File: src/rtl/imem_loader_if.sv
// imem_loader_if -- bundles the byte-stream handshake, the imem write port,
// the status outputs and a state debug tap of the instruction memory loader.
//
// Handshake: the host drives i_byte/i_valid and the loader drives o_ready.
// A byte transfers on a rising clock edge where i_valid && o_ready. o_ready
// does not depend on i_valid. While i_valid is high the host holds i_byte
// stable until the byte transfers.
//
// Modports:
//   slave  - the loader (stream sink, drives the imem write port and status)
//   master - the host/stream source (observes everything it does not drive)
//
// Signals:
//   i_start     re-arm request from DONE/ERR
//   i_byte      stream data byte, little-endian within a word
//   i_valid     i_byte is valid
//   o_ready     loader can accept a byte
//   o_we        imem write strobe, one-cycle pulse per word
//   o_waddr     imem byte address, word aligned
//   o_wdata     assembled instruction word
//   o_cpu_rst_n CPU reset, low until the load completes successfully
//   o_done      load completed successfully
//   o_error     load aborted
//   dbg_state   loader FSM state encoding, for checkers and debug
interface imem_loader_if #(
  parameter int ADDR_WIDTH = 32
);
  logic                  i_start;
  logic [7:0]            i_byte;
  logic                  i_valid;
  logic                  o_ready;
  logic                  o_we;
  logic [ADDR_WIDTH-1:0] o_waddr;
  logic [31:0]           o_wdata;
  logic                  o_cpu_rst_n;
  logic                  o_done;
  logic                  o_error;
  logic [2:0]            dbg_state;

  modport slave (
    input  i_start, i_byte, i_valid,
    output o_ready, o_we, o_waddr, o_wdata, o_cpu_rst_n, o_done, o_error,
    output dbg_state
  );

  modport master (
    output i_start, i_byte, i_valid,
    input  o_ready, o_we, o_waddr, o_wdata, o_cpu_rst_n, o_done, o_error,
    input  dbg_state
  );
endinterface

File: src/rtl/imem_loader.sv
// imem_loader -- write-side counterpart of the instruction memory.
// Assembles a little-endian byte stream into 32-bit words: first a word count
// N, then N instruction words, each written to imem starting at BASE_ADDR.
// The CPU is held in reset until the whole image has been written.
//
// Optional feature (macro IMEM_LOADER_CHECKSUM_EN): after the N data words a
// 32-bit little-endian checksum follows; it must equal the sum (mod 2^32) of
// the data words, otherwise the load ends in the error state.
//
// Ports:
//   i_clk    clock, all logic on the rising edge
//   i_rst_n  synchronous active-low reset
//   bus      imem_loader_if.slave: byte stream, imem write port, status,
//            dbg_state (encoding of the state enum below)
//
// Parameters:
//   DEPTH       imem depth in words, maximum loadable word count
//   ADDR_WIDTH  width of the imem byte address
//   BASE_ADDR   byte address of the first word, 4-byte aligned
module imem_loader #(
  parameter int                    DEPTH      = 1024,
  parameter int                    ADDR_WIDTH = 32,
  parameter logic [ADDR_WIDTH-1:0] BASE_ADDR  = '0
) (
  input  logic         i_clk,
  input  logic         i_rst_n,
  imem_loader_if.slave bus
);

  localparam int INST_WIDTH = 32;
  // Word counter must be able to hold DEPTH itself.
  localparam int CW = $clog2(DEPTH + 1);

  typedef enum logic [2:0] {
    S_LEN  = 3'd0,
    S_DATA = 3'd1,
    S_DONE = 3'd2,
    S_ERR  = 3'd3
`ifdef IMEM_LOADER_CHECKSUM_EN
    ,
    S_CSUM = 3'd4
`endif
  } state_t;

  state_t                state_q;
  logic [1:0]            idx_q;
  logic [INST_WIDTH-1:0] asm_q;
  logic [CW-1:0]         count_q;
  logic [CW-1:0]         n_q;
`ifdef IMEM_LOADER_CHECKSUM_EN
  logic [INST_WIDTH-1:0] sum_q;
`endif

  logic                  byte_fire;
  logic                  last_byte;
  logic [INST_WIDTH-1:0] word_full;
  logic [CW-1:0]         count_inc;

  assign byte_fire = bus.i_valid && bus.o_ready;
  assign last_byte = byte_fire && (idx_q == 2'd3);
  // The complete word as it stands once the incoming 4th byte lands on top.
  assign word_full = {bus.i_byte, asm_q[23:0]};
  assign count_inc = count_q + CW'(1);

  assign bus.dbg_state = state_q;

  always_ff @(posedge i_clk) begin
    if (!i_rst_n) begin
      state_q         <= S_LEN;
      idx_q           <= 2'd0;
      asm_q           <= '0;
      count_q         <= '0;
      n_q             <= '0;
`ifdef IMEM_LOADER_CHECKSUM_EN
      sum_q           <= '0;
`endif
      bus.o_ready     <= 1'b1;
      bus.o_we        <= 1'b0;
      bus.o_waddr     <= BASE_ADDR;
      bus.o_wdata     <= '0;
      bus.o_cpu_rst_n <= 1'b0;
      bus.o_done      <= 1'b0;
      bus.o_error     <= 1'b0;
    end else begin
      bus.o_we <= 1'b0;

      if (byte_fire) begin
        idx_q                   <= idx_q + 2'd1;
        asm_q[{idx_q, 3'b000} +: 8] <= bus.i_byte;
      end

      case (state_q)
        S_LEN: begin
          if (last_byte) begin
            if (word_full == '0) begin
              state_q         <= S_DONE;
              bus.o_ready     <= 1'b0;
              bus.o_done      <= 1'b1;
              bus.o_cpu_rst_n <= 1'b1;
            end else if (word_full > 32'(DEPTH)) begin
              state_q     <= S_ERR;
              bus.o_ready <= 1'b0;
              bus.o_error <= 1'b1;
            end else begin
              n_q     <= word_full[CW-1:0];
              count_q <= '0;
              state_q <= S_DATA;
            end
          end
        end

        S_DATA: begin
          if (last_byte) begin
            bus.o_we    <= 1'b1;
            bus.o_wdata <= word_full;
            bus.o_waddr <= BASE_ADDR + ADDR_WIDTH'({count_q, 2'b00});
            count_q     <= count_inc;
`ifdef IMEM_LOADER_CHECKSUM_EN
            sum_q       <= sum_q + word_full;
            if (count_inc == n_q) begin
              state_q <= S_CSUM;
            end
`else
            // Done is registered on the same edge as the final write strobe,
            // so the CPU never leaves reset before the last word lands.
            if (count_inc == n_q) begin
              state_q         <= S_DONE;
              bus.o_ready     <= 1'b0;
              bus.o_done      <= 1'b1;
              bus.o_cpu_rst_n <= 1'b1;
            end
`endif
          end
        end

`ifdef IMEM_LOADER_CHECKSUM_EN
        S_CSUM: begin
          if (last_byte) begin
            bus.o_ready <= 1'b0;
            if (word_full == sum_q) begin
              state_q         <= S_DONE;
              bus.o_done      <= 1'b1;
              bus.o_cpu_rst_n <= 1'b1;
            end else begin
              state_q     <= S_ERR;
              bus.o_error <= 1'b1;
            end
          end
        end
`endif

        S_DONE, S_ERR: begin
          if (bus.i_start) begin
            state_q         <= S_LEN;
            idx_q           <= 2'd0;
            asm_q           <= '0;
            count_q         <= '0;
`ifdef IMEM_LOADER_CHECKSUM_EN
            sum_q           <= '0;
`endif
            bus.o_ready     <= 1'b1;
            bus.o_done      <= 1'b0;
            bus.o_error     <= 1'b0;
            bus.o_cpu_rst_n <= 1'b0;
          end
        end

        default: begin
          state_q     <= S_ERR;
          bus.o_ready <= 1'b0;
          bus.o_error <= 1'b1;
        end
      endcase
    end
  end

endmodule

File: src/flat_wrapper.sv
// flat-port wrapper written by rule: the top's interface ports become plain ports
module imem_loader_flat 
#(
  parameter int                    DEPTH      = 1024,
  parameter int                    ADDR_WIDTH = 32,
  parameter logic [ADDR_WIDTH-1:0] BASE_ADDR  = '0
)
  (i_clk, i_rst_n, bus_i_start, bus_i_byte, bus_i_valid, bus_o_ready, bus_o_we, bus_o_waddr, bus_o_wdata, bus_o_cpu_rst_n, bus_o_done, bus_o_error, bus_dbg_state);
  imem_loader_if #(.ADDR_WIDTH(ADDR_WIDTH)) bus_i ();
  input  logic i_clk;
  input  logic i_rst_n;
  input wire logic [$bits(bus_i.i_start)-1:0] bus_i_start;
  input wire logic [$bits(bus_i.i_byte)-1:0] bus_i_byte;
  input wire logic [$bits(bus_i.i_valid)-1:0] bus_i_valid;
  output wire logic [$bits(bus_i.o_ready)-1:0] bus_o_ready;
  output wire logic [$bits(bus_i.o_we)-1:0] bus_o_we;
  output wire logic [$bits(bus_i.o_waddr)-1:0] bus_o_waddr;
  output wire logic [$bits(bus_i.o_wdata)-1:0] bus_o_wdata;
  output wire logic [$bits(bus_i.o_cpu_rst_n)-1:0] bus_o_cpu_rst_n;
  output wire logic [$bits(bus_i.o_done)-1:0] bus_o_done;
  output wire logic [$bits(bus_i.o_error)-1:0] bus_o_error;
  output wire logic [$bits(bus_i.dbg_state)-1:0] bus_dbg_state;
  assign bus_i.i_start = bus_i_start;
  assign bus_i.i_byte = bus_i_byte;
  assign bus_i.i_valid = bus_i_valid;
  assign bus_o_ready = bus_i.o_ready;
  assign bus_o_we = bus_i.o_we;
  assign bus_o_waddr = bus_i.o_waddr;
  assign bus_o_wdata = bus_i.o_wdata;
  assign bus_o_cpu_rst_n = bus_i.o_cpu_rst_n;
  assign bus_o_done = bus_i.o_done;
  assign bus_o_error = bus_i.o_error;
  assign bus_dbg_state = bus_i.dbg_state;
  imem_loader #(.DEPTH(DEPTH), .ADDR_WIDTH(ADDR_WIDTH), .BASE_ADDR(BASE_ADDR)) u_core (.i_clk(i_clk), .i_rst_n(i_rst_n), .bus(bus_i));
endmodule
File: config.mk
export PLATFORM = sky130hd
export DESIGN_NAME = imem_loader_flat
export DESIGN_NICKNAME = d
export VERILOG_FILES = /design/src/rtl/imem_loader_if.sv /design/src/rtl/imem_loader.sv /design/src/flat_wrapper.sv
export SDC_FILE = /design/constraint.sdc
export NUM_CORES = 1
export LEC_CHECK = 0
export CAP_MARGIN = 15
export CORE_ASPECT_RATIO = 1.75
export CORE_UTILIZATION = 40
export CTS_CLUSTER_SIZE = 40
export DETAILED_ROUTE_END_ITERATION = 6
export HOLD_SLACK_MARGIN = 0.15
export PLACE_DENSITY = 0.74
export SYNTH_ARGS = -nofsm -noshare
export SYNTH_HDL_FRONTEND = slang
export SYNTH_SLANG_ARGS = --single-unit
File: constraint.sdc
create_clock -name i_clk -period 6.1 [get_ports i_clk]
set_input_delay 0.915 -clock i_clk [delete_from_list [all_inputs] [get_ports i_clk]]
set_output_delay 0.915 -clock i_clk [all_outputs]
set_load 0.1 [all_outputs]
# --- After elaboration in Yosys (flattened, before gate mapping) ---
# Index checks and enable logic that the tools add are counted.
classes:
  n_addsub: 3
  mul: 0
  div_mod_pow: 0
  n_lt_le_gt_ge: 1
  n_eq_ne: 14
  n_shift: 2
  muxes: 38
  bitwise: 3
  reduce_logical: 14
ops:
  columns: ["cell", "count"]
  rows:
  - ["two-way mux 32 bit", 3]
  - ["two-way mux 11 bit", 5]
  - ["one-hot mux 11 bit (3 select lines)", 1]
  - ["bitwise mux 32 bit", 1]
  - ["> comparator 32 x 11 -> 1 bit (second input constant)", 1]
  - ["logical NOT 32 bit", 1]
  - ["variable shift 8 x 7 -> 32 bit (first input constant)", 1]
  - ["variable part select 8 x 7 -> 32 bit", 1]
  - ["two-way mux 1 bit", 15]
  - ["two-way mux 3 bit", 5]
  - ["AND reduction 6 bit", 2]
  - ["adder 11 x 1 -> 11 bit (second input constant)", 1]
  - ["equality test 11 bit", 1]
  - ["inequality test 2 x 1 -> 1 bit (second input constant)", 5]
  - ["AND reduction 5 bit", 2]
  - ["one-hot mux 1 bit (3 select lines)", 3]
  - ["one-hot mux 3 bit (3 select lines)", 1]
  - ["two-way mux 2 bit", 4]
  - ["AND reduction 4 bit", 2]
  - ["negator 5 -> 7 bit", 1]
  - ["equality test 3 x 2 -> 1 bit (second input constant)", 2]
  - ["inequality test 2 bit (second input constant)", 3]
  - ["AND reduction 2 bit", 2]
  - ["equality test 3 x 1 -> 1 bit (second input constant)", 1]
  - ["8 further kinds", 11]
totals:
  register_bits: 106
  latchBits: 0
  ram_bits: 0
  rom_bits: 0
  in_bits: 12
  memories: 0

# --- Logic depth before layout (Yosys ltp) ---
depth:
  ltp_word: 6
  mapped_depth: 7

# --- Worst setup path before layout ---
# No wires, ideal clock.
synth_path:
  path_kind: "input port to flip-flop"
  startpoint: "input port bus_i_byte[0]"
  endpoint: "register u_core.n_q[0]"
  setup_ns: 0.128
  arrival_time_ns: 2.249
  required_time_ns: 5.972
  path_slack_ns: 3.723
  stages: 7
  path_cell_list: "nor4_1 > nand4_1 > nor4_4 > nand3_2 > buf_4 > mux2i_1 > nor2_1"
synth_between:
  elab_chain_len: 3
synth_rtl:
  columns: ["item", "line", "rtl"]
  rows:
  - ["start, declared", "flat_wrapper.sv:13", "input wire logic [$bits(bus_i.i_byte)-1:0] bus_i_byte;"]
  - ["> comparator 32 x 11 -> 1 bit / logical NOT 32 bit (equally long branches)", "imem_loader.sv:100, imem_loader.sv:95", null]
  - ["inverter 1 bit (no line)", null, null]
  - ["AND reduction 4 bit (no line) *", null, null]
  - ["end signal, assigned", "imem_loader.sv:105", "n_q <= word_full[CW-1:0];"]
  - ["end, declared", "imem_loader.sv:49", "logic [CW-1:0] n_q;"]
# Every way passes the cells marked *; elsewhere a longest branch is shown, timed or not.
# A chain may end at the register's enable or synchronous reset.

# --- Worst setup path after layout ---
layout_path:
  startpoint: "input port bus_i_valid"
  endpoint: "register u_core.count_q[9]"
layout_between:
  elab_chain_len: 4
layout_rtl:
  columns: ["item", "line", "rtl"]
  rows:
  - ["start, declared", "flat_wrapper.sv:14", "input wire logic [$bits(bus_i.i_valid)-1:0] bus_i_valid;"]
  - ["logical AND 1 bit *", "imem_loader.sv:59", "assign byte_fire = bus.i_valid && bus.o_ready;"]
  - ["logical AND 1 bit *", "imem_loader.sv:60", "assign last_byte = byte_fire && (idx_q == 2'd3);"]
  - ["inequality test 2 x 1 -> 1 bit (no line)", null, null]
  - ["AND reduction 6 bit (no line) *", null, null]
  - ["end signal, assigned", "imem_loader.sv:117", "count_q <= count_inc;"]
  - ["end, declared", "imem_loader.sv:48", "logic [CW-1:0] count_q;"]
# Marks and branches as above.

==> summary.md <==
| Metric | Value |
|---|---|
| Final hold violation count | 0 |
| Clock Tree Root | clkbuf_16 |
| M1 WL | 3927 um |
| CTS Buffer Depth | 2 |
| Worst relative slew slack | 34.16% |
| Grt total ovfl | 0 |
| Final Setup Violations | 0 |
| MaxCap Viol Count | 0 |
| Crit path required time | 6.36 ns |
| WL/cell | 16.09 um |
| Final #Nets | 571 |
| Num CTS Buffers | 9 |
| Slew @ Worst Pin | 0.9845 ns |
| Synthesized instance count | 511 |
| RSZ-0062 raised after global routing | no |
| PortBufs | 61 |
| CTS Sinks | 97 |
| Routed Antenna Nets | 0 |
| Top Metal Used | met4 |
| Length of routed met2 wiring | 6113 um |
| Arr. time, crit path | 3.26 ns |
| Worst-Skew Late Latency | 0.35 ns |
| Share of cells above drive strength 1 | 5.376% |
| Die ar. | 11,010 um^2 |
| Power Dens Cells | 279.8 nW/um^2 |
| VDD IR-drop max | 0.0002077 V |
| Placer congestion estimate | 0.8399 |
| Fmax | 0.3327 GHz |
| # fillers | 973 |
| Worst slack, placed | 2.752 ns |
| Die Span X | 79.75 um |
| Synth warn | 0 |
| H-tree lvl count | 3 |
| DP Cell Count | 669 |
| Setup_tns | 0 ns |
| Worst Hold Class | flip-flop to flip-flop |
| Post-CTS Resized | 0 |
| Synth Cell Area | 4232 um^2 |
| Worst-path clk slew | 0.07 ns |
| Drt via density | 5.394 |
| Post-synth ARST share | 0% |
| Post-CTS Hold Buffers | 0 |
| Initial DRC Count | 202 |
| Status | finished, final reports clean |
| Initial antenna violation count | 0 |
| Routed length on met3 | 421 um |
| Setup Fix Bufs, Post-CTS | 0 |
| CTS tree | done |
| Initial Util | 41.08% |
| Post-synth top cells | 110 x nand2_1, 97 x dfxtp_1, 55 x nor2_1 |
| Post-synth top area share | 45.89% |
| Via count | 3,695 |
| TritonRoute pass-1 iters | 5 |
| Core ar. | 10,300 um^2 |
| Synth cell types | 46 |
| FP Rows | 49 |
| Layout Utilization | 49.89% |
| Post-synth EDFFs | 0 |
| Final Max Tran Viols | 0 |
| Top-count cell post-synth | nand2_1 |
| Top cells by area, synth | dfxtp_1 46%, nand2_1 9.8%, a21oi_1 6.3%, nor2_1 4.9%, buf_4 4.6% |
| Seq cells post-synth | 97 |
| Post-synth top area cell | dfxtp_1 |
| DP HPWL | 7971 um |
| Minimum clock period | 3.006 ns |
| Flop-to-flop setup slack | 3.39 ns |
| Final cell count without fillers | 685 |
| Tot GR Track Use | 21.05% |
| Final WS setup | 3.094 ns |
| First-pass GRT wire length | 17,760 um |
| Worst Skew | 0.005066 ns |
| Lkg Pwr | 1.852 nW |
| Ant diodes | 0 |
| Largest net degree at the start of global routing | 62 |
| Setup CP Type | primary input to flip-flop |
| Crit end category | flip-flop |
| Die height | 138.1 um |
| Avg Cell Area, Syn | 8.281 um^2 |
| Main flop type after synthesis | dfxtp_1 |
| Crit share post-route | 49.27% |
| Synthesis-to-layout area growth | 21.44% |
| Total Wirelength | 11,020 um |
| CP startpoint kind | primary input |
| Register area share after synthesis | 45.89% |
| Number of global-route vias before repair | 3,589 |
| # IOs | 84 |
| Residual DRC count | 0 |
| Crit-path max FO | 24 |
[per-stage QoR]
stage | hold WS [ns] | cell area, um^2 | total power, mW
6_report | 0.4544 | 5139 | 1.438
5_1_grt | 0.4728 | 5139 | 1.484
4_1_cts | 0.4555 | 5139 | 1.449
3_5_place_dp | 0.4461 | 4798 | 0.8202
3_3_place_gp | 0.4473 | 4798 | 0.8158
2_1_floorplan | 0.4450 | 4310 | 0.7958
[where the power goes]
| group | switching [mW] | internal (mW) | total, mW |
|---|---|---|---|
| clock network | 0.238 | 0.393 | 0.631 |
| logic | 0.128 | 0.0281 | 0.156 |
| registers | 0.0103 | 0.640 | 0.651 |
| total | 0.377 | 1.06 | 1.44 |
[per-layer routing]
metal / vias up / GRT usage [%]
met5: - / 0
met4: 0 / 12.59
met3: 31 / 3.432
met2: 114 / 39.72
met1: 1758 / 20.48
li1: 1792 / -
[cell families (layout without fill, tap and decap cells)]
family          after synthesis  in the layout  synth area share [%]
xor+xnor                     14             14                 2.898
mux                          11             11                 2.602
other cells                   1             22               0.08862
flops                        97             97                 45.89
buf+inv                      62             88                 7.954
fa+ha+maj                     6              6                 1.774
compound gates              111            111                 16.50
simple gates                209            209                 22.30
[placed cells by master (no fill, tap or decap), drive strengths merged, types with 6 or more instances in the layout]
master,instances
a21oi,53
a22oi,24
a31oi,7
clkbuf,12
clkdlybuf4s50,61
conb,22
dfxtp,97
ha,6
inv,7
mux2i,11
nand2,110
nand3,10
nor2,55
nor3,6
nor4,8
o21ai,11
xnor2,7
xor2,7
[area by class of cell]
type	count	area, um^2	share of cell area, %
clock buffer	12	266.5	5.186
sequential	97	1942	37.79
inverter	8	30.03	0.5844
tap	127	158.9	3.092
timing repair buffer	64	633.1	12.32
clock inverter	4	73.82	1.437
multi-input combinational	373	2034	39.59
[path summary, 6_finish.rpt]
check	from	cells past startpoint	endpoint
worst max-delay path	bus_i_valid	6	u_core.count_q[9]$_SDFFE_PN0P_
worst min-delay path	u_core.bus.o_wdata[3]$_SDFFE_PN0P_	2	u_core.bus.o_wdata[3]$_SDFFE_PN0P_
worst max register to register	u_core.bus.dbg_state[0]$_SDFFE_PN0P_	6	u_core.count_q[10]$_SDFFE_PN0P_
worst min register to register	u_core.bus.o_wdata[3]$_SDFFE_PN0P_	2	u_core.bus.o_wdata[3]$_SDFFE_PN0P_
[worst max-delay path, cell delays in order]
cell and delay (ns):
clkdlybuf4s50_1 0.64, nand3_1 0.16, nor2_2 0.74, buf_4 0.40, a41oi_1 0.15, a311oi_1 0.25
[sequential cells by signal (all words and copies together), names as in the netlist]
register	count
u_core.bus.o_waddr	11
u_core.bus.o_error	1
u_core.count_q	11
u_core.bus.o_we	1
u_core.bus.dbg_state	2
u_core.bus.o_cpu_rst_n	1
u_core.asm_q	24
u_core.bus.o_ready	1
u_core.bus.o_wdata	32
u_core.n_q	11
u_core.idx_q	2
Note: power is estimated with default switching activity, not from simulation.
